## config.mk

```make
export PLATFORM = sky130hd
export DESIGN_NAME = shift_add_mult
export DESIGN_NICKNAME = d
export VERILOG_FILES = /design/src/rtl/mult_pkg.sv /design/src/rtl/shift_add_mult_addsub_w.sv /design/src/rtl/shift_add_mult.sv
export SDC_FILE = /design/constraint.sdc
export NUM_CORES = 1
export LEC_CHECK = 0
export ABC_AREA = 1
export CAP_MARGIN = 20
export CORE_MARGIN = 2
export CORE_UTILIZATION = 40
export CTS_BUF_LIST = sky130_fd_sc_hd__clkbuf_2
export CTS_CLUSTER_SIZE = 28
export DETAILED_ROUTE_END_ITERATION = 16
export PLACE_DENSITY = 0.74
export SYNTH_ARGS = -nofsm -noshare
export SYNTH_HDL_FRONTEND = slang
export SYNTH_SLANG_ARGS = --single-unit
```

## constraint.sdc

```tcl
create_clock -name Clk -period 3 [get_ports Clk]
set_input_delay 0.45 -clock Clk [delete_from_list [all_inputs] [get_ports Clk]]
set_output_delay 0.45 -clock Clk [all_outputs]
set_load 0.05 [all_outputs]
```

## src/rtl/mult_pkg.sv

```systemverilog
// Shared types and constants for the shift-and-add multiplier.
package mult_pkg;

    // Controller states: waiting, iterating one bit per cycle, result ready
    typedef enum logic [1:0] {
        ST_IDLE = 2'd0,
        ST_CALC = 2'd1,
        ST_DONE = 2'd2
    } mult_state_t;

    // Legal operand width range
    localparam int WIDTH_MIN = 2;
    localparam int WIDTH_MAX = 32;

endpackage

```

## src/rtl/shift_add_mult_addsub_w.sv

```systemverilog
// WIDTH+1-bit adder/subtractor; operands are sign- or zero-extended by one bit.
// In unsigned mode the top result bit is the carry-out; in signed mode it is
// the sign of the extended result.
module addsub_w #(
    parameter int WIDTH = 8
) (
    input  logic [WIDTH-1:0] i_a,
    input  logic [WIDTH-1:0] i_b,
    input  logic             i_sub,
    input  logic             i_signed,
    output logic [WIDTH:0]   o_sum
);

    logic [WIDTH:0] w_a_ext;
    logic [WIDTH:0] w_b_ext;

    assign w_a_ext = {i_signed & i_a[WIDTH-1], i_a};
    assign w_b_ext = {i_signed & i_b[WIDTH-1], i_b};

    // Single combined add or subtract in extended width
    always_comb begin
        o_sum = '0;
        if (i_sub) begin
            o_sum = w_a_ext - w_b_ext;
        end else begin
            o_sum = w_a_ext + w_b_ext;
        end
    end

endmodule

```

## src/rtl/shift_add_mult.sv

```systemverilog
// Sequential shift-and-add multiplier, one multiplier bit per clock.
// Partial product lives in {X,A}; the multiplier B is shifted out from the
// bottom while result bits are shifted in from A, so {A,B} ends as the product.
module shift_add_mult
    import mult_pkg::*;
#(
    parameter int WIDTH = 8
) (
    input  logic               Clk,
    input  logic               Reset,
    input  logic               Start,
    input  logic               Signed_Mode,
    input  logic [WIDTH-1:0]   Multiplicand,
    input  logic [WIDTH-1:0]   Multiplier,
    output logic               Busy,
    output logic               Done,
    output logic [2*WIDTH-1:0] Product
);

    localparam int CNT_W = (WIDTH > 1) ? $clog2(WIDTH) : 1;

    // Reject unsupported widths at elaboration
    if (WIDTH < WIDTH_MIN || WIDTH > WIDTH_MAX) begin : g_width_check
        $error("shift_add_mult: WIDTH %0d outside %0d..%0d", WIDTH, WIDTH_MIN, WIDTH_MAX);
    end

    mult_state_t      r_state;
    mult_state_t      w_state_next;
    logic [WIDTH-1:0] r_a;
    logic [WIDTH-1:0] r_b;
    logic [WIDTH-1:0] r_s;
    logic             r_x;
    logic [CNT_W-1:0] r_cnt;
    logic             r_mode;
    logic             r_done;

    logic             w_last;
    logic             w_sub;
    logic [WIDTH:0]   w_sum;
    logic [WIDTH:0]   w_step;

    assign w_last = (r_cnt == CNT_W'(WIDTH - 1));
    // Signed operands: the multiplier's top bit has negative weight
    assign w_sub  = r_mode & w_last & r_b[0];

    addsub_w #(
        .WIDTH (WIDTH)
    ) u_addsub (
        .i_a      (r_a),
        .i_b      (r_s),
        .i_sub    (w_sub),
        .i_signed (r_mode),
        .o_sum    (w_sum)
    );

    // Select the step result; an unsigned step without an add has no carry,
    // so X must not re-inject a carry from an earlier step
    always_comb begin
        w_step = {r_x & r_mode, r_a};
        if (r_b[0]) begin
            w_step = w_sum;
        end
    end

    // State register
    always_ff @(posedge Clk) begin
        if (Reset) begin
            r_state <= ST_IDLE;
        end else begin
            r_state <= w_state_next;
        end
    end

    // Next-state logic
    always_comb begin
        w_state_next = r_state;
        case (r_state)
            ST_IDLE: if (Start) w_state_next = ST_CALC;
            ST_CALC: if (w_last) w_state_next = ST_DONE;
            ST_DONE: w_state_next = ST_IDLE;
            default: w_state_next = ST_IDLE;
        endcase
    end

    // Outputs decoded from state and datapath registers
    always_comb begin
        Busy    = (r_state == ST_CALC) || (r_state == ST_DONE);
        Done    = r_done;
        Product = {r_a, r_b};
    end

    // Datapath: operand capture on accept, one add-and-shift per CALC cycle
    always_ff @(posedge Clk) begin
        if (Reset) begin
            r_a    <= '0;
            r_b    <= '0;
            r_s    <= '0;
            r_x    <= 1'b0;
            r_cnt  <= '0;
            r_mode <= 1'b0;
            r_done <= 1'b0;
        end else begin
            r_done <= (r_state == ST_DONE);
            case (r_state)
                ST_IDLE: begin
                    if (Start) begin
                        r_b    <= Multiplier;
                        r_s    <= Multiplicand;
                        r_mode <= Signed_Mode;
                        r_a    <= '0;
                        r_x    <= 1'b0;
                        r_cnt  <= '0;
                    end
                end
                ST_CALC: begin
                    r_x   <= w_step[WIDTH];
                    r_a   <= w_step[WIDTH:1];
                    r_b   <= {w_step[0], r_b[WIDTH-1:1]};
                    r_cnt <= r_cnt + 1'b1;
                end
                default: begin
                end
            endcase
        end
    end

endmodule

```

==> run summary, run 1 <==
The biggest cell delay along the critical path was 0.36 ns. The run gives 5 as the CTS buffer count. The run gives 0 as the number of max-cap violations. The run gives 0 as the number of hold buffers added after CTS. Prior to clock tree synthesis, the placed netlist has a worst setup slack of 0.479 ns. Setup violations remaining at the end of the flow were counted as 0.

The tools report the static leakage as 1.04 nW. After synthesis the netlist holds a flip-flop and latch count of 31. The number of nets produced by synthesis was 301. The later pin in the worst-skew pair is clocked with a latency of 0.38 ns.

Setup slack on the critical path of the routed design comes to 0.427 ns. Once detail routing completed, the nets flagged for antenna violations numbered 0. After the last flow step, the layout net total stands at 338. The logs give 40.9% for the starting utilization of the core area and 32.8% for the fraction of the yosys area taken by sequential cells. The initial antenna violation count came out at 0. The tree is rooted in a clkbuf_2. The number of global-route vias before repair is 1717.

The worst pin sits at a relative slew slack of 62.0%. The utilization after layout is 51.4%. The flow ran to the end, and the final reports show no timing, DRC or antenna violations. Entering global routing, the biggest net connects 20 pins.

The top cell family by delay on the critical path was simple AND/OR/NAND/NOR gates. Measured along the x axis, the die boundary spans 72.8 um. The post-detailed-route via-to-cell ratio works out to 5.10. Walking the worst path, the cells encountered are ha_1 -> ha_1 -> nand3_2 -> inv_2 -> or2_1 -> xor2_1 -> ha_1 -> nand2_1 -> nand2_1 -> a21oi_1 -> nand2_1 -> nand3_1 -> nand3_1 -> nand2_1 -> nand3_2 -> a21oi_2. The tightest hold path in the finished design has a slack of 0.476 ns. The cell accounting for the most synthesized area was dfxtp_1. The floorplan step defined a core boundary enclosing 0.00463 mm^2. The congestion estimate from routability-driven global placement came to 0.835.

Sorting the synthesized cells by area gives the leading types as dfxtp_1 (33%), nand2_1 (11%), ha_1 (9.3%), a21oi_1 (6.3%), nor2_1 (6.1%). Startpoint of the worst register-to-register path: r_cnt[0]. The total of fill cells in the finished design is 492, and the signed area change from the synthesized netlist to the final layout is 25.6%. Maximum fanout along the worst path: 5. The worst hold path startpoint was r_cnt[0]. After synthesis, the share of flip-flops with an asynchronous set or reset is 0%. Yosys mapped a number of flops with a built-in enable equal to 0. In the global route stage, overall resource usage came out at 17.6%. The post-route netlist has 8.88% of its cells at a drive strength greater than 1. Die height: 72.8 um. For this run the aggregate overflow at the end of global routing stands at 0. The final clock skew came out at 0.0134 ns. The Yosys step of the flow raised 0 warnings.

The most common cell type on the critical path is nand2_1. The half-perimeter wire length after placement is 3.28 mm, and the DRC violation count after routing is 0. Derived from the worst setup path, the maximum achievable clock frequency is 0.389 GHz. The number of top-level pins was 38. Setup repair after global routing left no endpoint under its margin. Most numerous cell in the Yosys netlist: nand2_1. The setup TNS after final layout came out at 0 ns. The area used by multi-input combinational logic was 0.00110 mm^2; the synthesized area was 0.00189 mm^2. Once placement completed, the tool counted placed cells totaling 350. The first TritonRoute pass finished after 4 iterations.

Dividing the final minimum period by the clock period gives 85.8%. The first global-routing pass estimated 7.38 mm of wire. In this run the power density over the cells is 611 mW/mm^2. The most critical setup path has its startpoint at r_cnt[0]. The capturing element type of the critical path is a flop. The maximum vdd ir drop came out at 308 uV.

The die footprint came out at 0.00530 mm^2. The logs give 0 for the number of hold violations in the final report and 2.89 ns for the signal arrival time at the worst endpoint. Post-CTS repair changed the size of 0 cells. For the antenna diode count, the log shows 0.

The standard cell with the maximum stage delay on the critical path is dfxtp_1. Type of the setup path with the least slack: reg -> reg. In this run the biggest area consumer among cell types represents 32.8% of the synthesized area. The tightest min-delay check is of the reg -> reg type. After detailed routing, the average wire length per cell comes to 11.9 um. The run gives 266 as the synthesized instance count. The H-tree level count is 2. The tools report the category of the worst setup path launch point as a flop. The average instance area after synthesis is 7.12 um^2. The count of buffers added on input and output ports is 37. Sorting the synthesized cells by how often they occur yields nand2_1 (54), dfxtp_1 (31), nor2_1 (31).

The final critical path time including I/O delays and setup is 2.57 ns. Across all layers, the routed design uses 1825 vias. At the pin with the least slew margin, the transition time is 0.569 ns. Row generation in the floorplan step produced 25 rows. The number of distinct library cells after synthesis is 31. The most frequently used flop master after synthesis was dfxtp_1. The buffering stage count on the worst path with inverters included came out at 1. The sequential standard cell area came out at 621 um^2. The logs give 4.28 mm for the total length of routed wires and 0 for the buffer count from post-CTS setup fixing. Leaving out filler cells and counting taps, the final layout contains 358. TritonCTS built the clock tree.

The initial detailed-routing violation count was 85. The maximum root-to-sink buffer count is 2. The run gives 0 as the total count of max-transition violations in the final report. The clock input transition at the sequential cells of the worst setup and hold paths is 0.17 ns, and the number of sinks handled by clock tree synthesis is 31. For the required time at the endpoint of the critical path, the log shows 3.31 ns.
-- flip-flops by register name, indices dropped and copies added, names as in the netlist --
signal   cells
Done         1
r_state      2
r_b          8
r_a          8
r_s          8
r_mode       1
r_cnt        3
-- cells by family (layout without fill, tap and decap cells) --
| kind of cell | count (synthesis) | after routing | synth area share, % |
|---|---|---|---|
| buffers and inverters | 38 | 76 | 9.12 |
| XOR/XNOR | 11 | 11 | 5.09 |
| AO/OA/AOI/OAI | 66 | 66 | 19.1 |
| AND/OR/NAND/NOR | 105 | 105 | 23.6 |
| flip-flops | 31 | 31 | 32.8 |
| adder cells (fa/ha/maj) | 15 | 15 | 10.3 |
-- layer usage --
| layer | GRT usage [%] | wire, um |
|---|---|---|
| met5 | 0 | 0 |
| met4 | 7.00 | 98 |
| met3 | 4.83 | 231 |
| met2 | 29.4 | 2020 |
| met1 | 21.5 | 1930 |
-- cell type report --
type | count | area share (%)
inverters | 29 | 4.79
flip-flops and latches | 31 | 26.1
clock inverters | 2 | 2.53
multi-input cells | 197 | 46.3
repair buffers | 39 | 16.2
clock buffers | 6 | 1.26
well taps | 54 | 2.84
-- worst register-to-register path: cells and delay by family (launching register included) --
kind	cells	cell delay, ns
buffers and inverters	1	0.06
AOI/OAI and AO/OA	2	0.23
DFF	1	0.36
xor gates and xnor gates	1	0.16
adders and majority gates	3	0.78
and+or+nand+nor	9	0.93
-- final timing paths --
kind	cells after the start	end	slack, ns
setup / recovery	16	r_a[7]	0.43
hold / removal	1	r_cnt[0]	0.48
setup reg to reg	16	r_a[7]	0.43
hold reg to reg	1	r_cnt[0]	0.48
-- per-stage QoR --
step / power (W) / instance area (um^2)
final: 0.00145 / 2380
after global routing: 0.00155 / 2380
after CTS: 0.00146 / 2380
after detailed placement: 0.00108 / 2290
after global placement: 0.00107 / 2290
after floorplan: 0.000934 / 1890
-- power by group --
| group | switching [W] | leakage (nW) | internal (W) |
|---|---|---|---|
| registers | 0.0000386 | 0.254 | 0.000454 |
| clock network | 0.000152 | 0.0532 | 0.000228 |
| logic | 0.000365 | 0.737 | 0.000213 |
-- cell usage in the layout (no fill, tap or decap), types with 3 or more instances in the layout --
cell type,count
inv_2,6
ha_1,14
dfxtp_1,31
clkbuf_2,6
a31oi_1,8
nand3_1,6
nor2_1,31
clkdlybuf4s50_1,37
o21ai_1,15
nand2_2,4
nand2_1,54
xnor2_1,3
a21oi_1,24
inv_1,22
o21ai_0,14
xor2_1,8
(Power assumes the default switching activity.)
==> inputs of run 2 (changes only) <==
--- a/config.mk
+++ b/config.mk
@@ -12,7 +12,8 @@
 export CTS_BUF_LIST = sky130_fd_sc_hd__clkbuf_2
 export CTS_CLUSTER_SIZE = 28
 export DETAILED_ROUTE_END_ITERATION = 16
-export PLACE_DENSITY = 0.74
+export PLACE_DENSITY = 0.76
+export RECOVER_POWER = 25
 export SYNTH_ARGS = -nofsm -noshare
 export SYNTH_HDL_FRONTEND = slang
 export SYNTH_SLANG_ARGS = --single-unit
==> constraint.sdc (replaced) <==
create_clock -name Clk -period 2.17 [get_ports Clk]
set_input_delay 0.3255 -clock Clk [delete_from_list [all_inputs] [get_ports Clk]]
set_output_delay 0.3255 -clock Clk [all_outputs]
set_load 0.05 [all_outputs]
==> run 2 against run 1 <==
Net effect:
- the run now ends with negative setup slack left
- maximum frequency is 8.4% higher
- register-to-register slack worse by 0.63 ns
- total power is 56% higher
- critical path depth stayed put
- largest cell class unchanged
==> run summary, run 2 (synthesized netlist as in run 1, its figures left out) <==
The most critical setup path has its startpoint at r_cnt[1]. The checks that failed: negative setup slack. The total count of max-transition violations in the final report came out at 0. The run gives 0 as the initial antenna violation count.

In the final layout, the share of cells above drive strength 1 is 22.6%. Among all stages on the critical path, the largest delay is contributed by dfxtp_2. Once layout is complete, the cells apart from fillers number 381.

In the finished design, the share of the clock period the worst path needs comes to 109%. Across the VDD grid, the largest voltage drop is 468 uV. The most critical setup path has its endpoint at r_a[7]. For the pin with the worst max-slew slack, the measured transition is 0.512 ns. The library cell used most frequently in the layout, excluding fill and tap cells, is nand2_1.

On the worst path, the slowest cell contributes a delay of 0.38 ns. For the number of vias in the routed layout, the log shows 1934. In this run, CTS created clock tree buffers numbering 5. In the final layout, the registers with the most flip-flops are r_a: 8 flops, r_b: 8 flops, r_s: 8 flops. Setup violations remaining at the end of the flow were counted as 6.

OpenSTA, run right after detailed placement, puts the worst setup slack at -0.161 ns. The fraction of power spent switching nets is 38.4%, and the signed area change from the synthesized netlist to the final layout is 43.8%. For the power after layout, the log shows 0.00226 W.

After the first detailed-routing iteration, the DRC count stood at 99. The switching power of the nets is 0.000868 W. Routability-driven placement finished with a final weighted congestion of 0.895. During I/O placement, the number of pins put on the boundary was 38. The utilization after layout was 58.8%.

Measured along the y axis, the die boundary spans 72.8 um. The run gives 40.9% as the starting utilization of the core area. The number of hold violations in the final report is 0, and the final critical path time including I/O delays and setup is 2.37 ns.

Setup repair after global routing could not meet its margin everywhere. The post-detailed-route via-to-cell ratio came out at 5.08. The top cell types in the final layout, fill and taps aside, are nand2_1 (49), clkdlybuf4s50_1 (35), nor2_1 (31), dfxtp_1 (28), inv_1 (23). The highest clock rate came out at 0.421 GHz. CTS placed an instance of clkbuf_2 at the clock tree root.

The floorplan step set the die width to 72.8 um. The critical path runs through a total of 16 cells. In this run the power density over the cells is 831 mW/mm^2.

The tool flagged a number of max-cap violations equal to 0. The clock network accounts for 23.3% of the total power. The count of buffers inserted at the top-level ports came out at 37. The destination of the worst register-to-register timing path was r_a[7]. The number of antenna-violating nets in the routed design came out at 0. In this run, placement finished with an instance count of 368. The run gives 20 as the maximum number of pins on one net before global-route repair. TritonCTS built the clock tree. STA puts the critical path data required time at 2.50 ns.

The buffering stage count on the worst path with inverters included was 2; the number of hold buffers added after CTS was 0. Sequential cells burn 30.1% of the power. The internal power of the cells was 0.00140 W; the antenna diode count was 0.

The slack of the critical path is -0.203 ns. The H-tree was split into 2 levels. Summing all multi-input logic gate instances after layout gives 0.00126 mm^2.

The total track usage was 18.5%. For the number of rows in the core area, the log shows 25. The startpoint of the worst register-to-register path is r_cnt[1]. The worst register-to-register path has a depth of 16. The worst hold margin is 0.477 ns, and the DRC violation count after routing is 0. The flow ran to the end, but the final reports show violations.

Summing all flip-flop and latch instances after layout gives 624 um^2. Clock-pin slew was measured on the worst setup and hold paths at 0.18 ns. The top cell family by delay on the critical path is simple AND/OR/NAND/NOR gates. After floorplanning, the core was sized to cover 0.00463 mm^2.

The pre-antenna-repair detailed-routing pass consisted of 4 iterations. The first global-routing pass estimated 7.78 mm of wire. The net count of the finished layout is 361.

Data on the critical path arrives at its endpoint at 2.70 ns. The total length of routed wires was 4.85 mm. The logs give 0 for the global-route congestion overflow total and 31 for the number of sinks handled by clock tree synthesis.

The die covers 0.00530 mm^2. Walking the worst path, the cells encountered are ha_4 -> ha_4 -> nand3_4 -> inv_4 -> or2_1 -> xor2_1 -> ha_1 -> nand2_1 -> nand2_1 -> a21oi_1 -> nand2_2 -> inv_1 -> nand2_2 -> nand4_1 -> nand3_2 -> a21oi_2. The setup check on the worst reg-to-reg path leaves a slack of -0.20 ns. The average routed wire per standard cell is 12.7 um. For this design the static power due to leakage is 1.19 nW. For the final database, setup skew stands at 0.0256 ns. The share of total power dissipated in combinational logic is 46.6%. The type of the tightest min-delay check is in -> reg. The headroom to the max-slew limit was 65.8%; the number of global-route vias before repair was 1810.

The category of the worst setup path launch point is a flop. Clock latency on the worst-skew pair, taken at its later pin, is 0.39 ns. The layout has 395 filler cells. Type of the setup path with the least slack: reg -> reg. In this run the worst path has a maximum fanout of 5.

The worst setup path is captured at a flop. The HPWL after detailed placement is 3.30 mm. The clock passes through at most 2 buffers.
==> run 2: changes by cell type in the layout (fill, tap and decap cells not counted), moves of 3 or more <==
cell	delta
buf_4	+19
nand2_1	-5
a21oi_1	-4
ha_1	-4
ha_4	+4
nand2_2	+4
nand3_1	-4
buf_6	+3
dfxtp_1	-3
dfxtp_2	+3
nand3_2	+3
xor2_1	-3
xor2_2	+3
==> run 2: worst min-delay path, delay by kind of cell <==
family | cells | cell delay, ns
buf+inv | 1 | 0.39
compound gates | 1 | 0.07
simple gates | 1 | 0.06
==> run 2: worst min-delay path by stage <==
stage	start	end	slack [ns]	cells past startpoint
detailed placement	r_cnt[1]	r_cnt[1]	0.48	2
global placement	r_cnt[1]	r_cnt[1]	0.47	2
CTS	Multiplier[1]	r_b[1]	0.47	3
global route	Multiplier[3]	r_b[3]	0.50	3
floorplan	Reset	r_a[6]	0.39	1
finish	Multiplier[1]	r_b[1]	0.48	3
==> run 2: layout make-up <==
class,count,share of cell area [%]
clock buffer,6,1.10
clock inverter,2,2.21
inverter,29,4.27
multi-input combinational,197,46.2
sequential,31,22.9
tap,54,2.48
timing repair buffer,62,20.8
==> run 2: power by group through the flow <==
stage                     Clock (W)  Combinational (W)  Sequential [W]
after CTS                  0.000532           0.000930        0.000681
after global routing       0.000560            0.00114        0.000690
final                      0.000527            0.00105        0.000681
after global placement            0           0.000904        0.000692
after floorplan                   0           0.000512        0.000791
after detailed placement          0           0.000911        0.000693
==> run 2: layer usage <==
metal	global-route usage, %	part of all wire [%]	routed length (um)	vias to the layer above
met4	6.79	2.0	99	0
met3	4.70	5.8	280	10
met2	33.4	51	2460	54
met1	20.7	41	2010	883
li1	-	-	-	987
met5	0	0	0	-
==> run 2: timing repair <==
item / 4_1_cts / 5_1_grt
pin swaps: 8 / 11
endpoints found under the setup margin: 7 / 8
resized for setup: 5 / 24
buffers inserted: 3 / 3
==> run 2: stage by stage <==
step	setup TNS (ns)	area, um^2
detailed placement	-0.640	2470
global route	-1.50	2720
finish	-0.725	2720
CTS	-0.795	2590
global placement	-0.392	2470
floorplan	-0.0927	1940
==> inputs of run 3 (changes only) <==
--- a/config.mk
+++ b/config.mk
@@ -5,14 +5,13 @@
 export SDC_FILE = /design/constraint.sdc
 export NUM_CORES = 1
 export LEC_CHECK = 0
-export ABC_AREA = 1
 export CAP_MARGIN = 20
 export CORE_MARGIN = 2
 export CORE_UTILIZATION = 40
 export CTS_BUF_LIST = sky130_fd_sc_hd__clkbuf_2
-export CTS_CLUSTER_SIZE = 28
+export CTS_CLUSTER_SIZE = 14
 export DETAILED_ROUTE_END_ITERATION = 16
-export PLACE_DENSITY = 0.76
+export PLACE_DENSITY = 0.75
 export RECOVER_POWER = 25
 export SYNTH_ARGS = -nofsm -noshare
 export SYNTH_HDL_FRONTEND = slang
==> run 3 against run 2 <==
Net effect:
- the run still ends with negative setup slack left
- first-iteration DRC count increased by 4.0%
- total power decreased by 21%
- sequential share of layout area decreased by 1.9 points
- routed wire length increased by 12%
- final cell count increased by 4.2%
- clock skew increased by 0.0060 ns
- critical path type unchanged
- largest cell class unchanged
==> run summary, run 3 <==
At the end of the flow, the number of nets in the layout was 362. The depth of the worst register-to-register path is 13, and the average routed wire per standard cell is 13.7 um. The analysis attributes to cell leakage a power of 1.22 nW. The clock input transition at the sequential cells of the worst setup and hold paths was 0.19 ns. The tools report the highest clock rate as 0.407 GHz.

STA classifies the critical path startpoint as a flop. Summed over all layers, the global routing overflow is 0. Measured against its own limit, the worst slew margin works out to 60.4%. The number of hold violations in the final report is 0, and the share of the cycle needed by the critical path after routing is 113%. The signed area change from the synthesized netlist to the final layout was 45.6%. Internal power comes to 0.00110 W.

Each instance of the synthesized netlist takes up on average 8.22 um^2. The die height was 75.8 um. The run gives 0.462 ns as the worst hold margin. For the pin with the worst max-slew slack, the measured transition is 0.593 ns. TritonCTS built the clock tree.

Setup repair after global routing could not meet its margin everywhere. In the synthesized netlist the dominant register cell turns out to be dfxtp_1. Entering global routing, the biggest net connects 27 pins. The tools report the utilization after layout as 59.6%. The run gives 0 as the total count of max-transition violations in the final report. The commonest cells after synthesis are dfxtp_1 (31), nor2_1 (24), a21oi_1 (23), nand2_1 (23).

Number of top-level pins: 38. The most common cell after layout, fill and taps aside was buf_4. The cell count after placement is 387, and the number of sinks handled by clock tree synthesis is 31.

The library cells used most frequently in the layout, excluding fill and tap cells, are buf_4 (42), clkdlybuf4s50_1 (34), dfxtp_1 (26), nand2_1 (23), nor2_1 (22). The run gives 7 as the final setup violation count. The routed design has 5.44 mm of wire. After synthesis, the share of flip-flops with an asynchronous set or reset is 0%. The synthesized netlist contains 49 unique library cells.

The maximum root-to-sink buffer count was 2; the sequential standard cell area was 632 um^2. The initial detailed-routing violation count is 103, and the synthesized instance count is 251. The flow ran to the end, but the final reports show violations. Capturing element type of the critical path: a flop.

Global routing used 20.1% of the available tracks across all layers. After floorplanning, the core was sized to cover 0.00504 mm^2. After synthesis, the largest area contributor takes up 30.1% of total cell area. The later pin in the worst-skew pair is clocked with a latency of 0.38 ns. The starting utilization of the core area is 40.9%, and the fraction of power spent switching nets is 38.5%.

In the routed design, unresolved DRC markers number 0. The final critical path time including I/O delays and setup is 2.46 ns, and the count of cells along the worst hold path is 3. The share of post-route cells with drive strength above 1 is 26.9%. The tools report the total of fill cells in the finished design as 457. The tools report the destination of the worst register-to-register timing path as r_a[5].

Across the VDD grid, the largest voltage drop is 356 uV. The fraction of the yosys area taken by sequential cells came out at 30.1%. Yosys instantiated no cell more often than dfxtp_1.

Across the run, the number of max-cap violations was 0. The initial antenna violation count is 0, and the switching power of the nets is 0.000689 W. The logs give 0 for the number of hold buffers added after CTS and 15.3% for the clock share of power.

Data on the critical path arrives at its endpoint at 2.74 ns. The run gives 4.00 mm as the half-perimeter wire length after placement. The largest registers in the layout are r_a: 8 flops, r_b: 8 flops, r_s: 8 flops. The first detailed-routing pass ran for 4 iterations.

The tools report the slack of the critical path as -0.289 ns. The min-delay analysis places its worst path in the category in -> reg. The critical path is of the reg -> reg type.

The tools report the placer's final routability congestion estimate as 0.819. The number of synthesis warnings was 0. Register-to-register setup slack: -0.29 ns. The number of antenna-violating nets in the routed design was 0.

Startpoint of the worst register-to-register path: r_cnt[0]. Summing all placed instances gives a cell area of 0.00284 mm^2. For the final clock skew, the log shows 0.0317 ns.

The count of buffers inserted at the top-level ports works out to 37. Counting every net in the synthesized netlist gives 286. The critical path startpoint is r_cnt[0]. Power per unit of standard cell area: 595 mW/mm^2. The synthesized netlist occupies a cell area of 0.00206 mm^2. Clock tree synthesis selected as its root buffer the cell clkbuf_2. The critical path ends at r_a[5]. The tools report the share of total power in combinational logic as 48.7%. Number of rows in the core area: 26. The biggest area contributor in the post-synthesis netlist is dfxtp_1.

The post-synthesis register bit count is 31. After detailed routing, the number of vias per cell comes to 5.27. STA puts the critical path data required time at 2.45 ns. The number of global-route vias before repair was 1937.

The die covers 0.00574 mm^2. The final reports fail on negative setup slack. The die is 75.8 um wide.

The antenna diode count is 0. The number of enable-type register cells in the synthesized netlist was 0; the final instance count without filler cells was 397. The first global-routing pass estimated 8.80 mm of wire. The clock tree synthesis step divided the H-tree into 2 levels. The share of power burned in registers was 36.1%. The multi-input combinational cells in the finished layout cover a total of 0.00149 mm^2. Ranked by total cell area, the synthesized netlist is headed by dfxtp_1 (30%), ha_1 (8.5%), mux2i_1 (6.8%), a21oi_1 (5.6%), a211oi_1 (4.7%).

After routing the design area is 0.00300 mm^2. Counting the buffers created by CTS gives 5. Maximum fanout along the worst path: 6. The number of vias in the routed layout was 2092. Timing analysis after detailed placement gives a worst setup slack of -0.366 ns.
-- run 3: changes by cell type in the layout (fill, tap and decap cells not counted), moves of 4 or more --
| cell | previous run | this run |
|---|---|---|
| nand2_1 | 49 | 23 |
| buf_4 | 21 | 42 |
| a211oi_1 | 0 | 11 |
| mux2i_1 | 0 | 11 |
| o21ai_1 | 16 | 5 |
| inv_1 | 23 | 13 |
| nor2_1 | 31 | 22 |
| o21ai_0 | 13 | 4 |
| nand2_2 | 8 | 0 |
| a31oi_1 | 8 | 1 |
| inv_2 | 4 | 0 |
| nand3_2 | 5 | 1 |
-- run 3: kinds of logic (layout without fill, tap and decap cells) --
| group | Yosys count | count (layout) | synth area share (%) |
|---|---|---|---|
| mux | 16 | 16 | 7.89 |
| simple gates | 77 | 77 | 17.8 |
| buf+inv | 26 | 102 | 5.95 |
| flops | 31 | 31 | 30.1 |
| xor+xnor | 10 | 10 | 4.25 |
| compound gates | 76 | 76 | 24.5 |
| fa+ha+maj | 15 | 15 | 9.47 |
-- run 3: how the worst min path moves through the flow --
stage / startpoint / to
5_1_grt: Multiplicand[1] / r_s[1]
2_1_floorplan: Multiplicand[4] / r_s[4]
3_5_place_dp: r_s[0] / r_s[0]
4_1_cts: Multiplicand[6] / r_s[6]
3_3_place_gp: r_s[0] / r_s[0]
6_report: Multiplicand[6] / r_s[6]
-- run 3: power by group through the flow --
stage	Sequential, W	Clock (W)	Combinational [W]
finish	0.000645	0.000273	0.000870
global route	0.000650	0.000307	0.000944
CTS	0.000645	0.000286	0.000831
detailed placement	0.000655	0	0.000770
global placement	0.000655	0	0.000759
floorplan	0.000732	0	0.000407
-- run 3: final cells by class --
cell class	instances	area share, %
Tap cell	70	2.92
Inverter	13	1.62
Sequential cell	31	21.0
Multi-Input combinational cell	194	49.6
Clock inverter	2	0.292
Clock buffer	5	0.833
Timing Repair Buffer	82	23.7
-- run 3: per-layer routing --
metal  GRT usage [%]  vias to the layer above  share of wire, %
met5               0                        -                 0
met4            4.48                        0              0.79
met3            4.89                        5               5.2
met2            33.0                       52                48
met1            26.8                      978                46
li1                -                     1057                 -
-- run 3: timing repair --
item,CTS,global route
setup endpoints to repair,8,10
buffers inserted,2,1
pin swaps,16,11
resized for setup,16,12
-- run 3: critical path, stage by stage, from the launching register on --
cell and delay, ns:
dfxtp_4 0.39, ha_4 0.13, ha_4 0.14, and3_4 0.24, nor2_4 0.04, xnor2_1 0.13
ha_1 0.35, a211oi_2 0.26, buf_4 0.15, buf_4 0.10, o21bai_1 0.06, a21oi_1 0.16
xor2_1 0.16, o22ai_1 0.08
-- run 3: stage by stage --
| step | total power, W | setup TNS, ns |
|---|---|---|
| final | 0.00179 | -1.46 |
| after CTS | 0.00176 | -1.29 |
| after global placement | 0.00141 | -1.33 |
| after global routing | 0.00190 | -2.52 |
| after floorplan | 0.00114 | -0.823 |
| after detailed placement | 0.00143 | -1.61 |
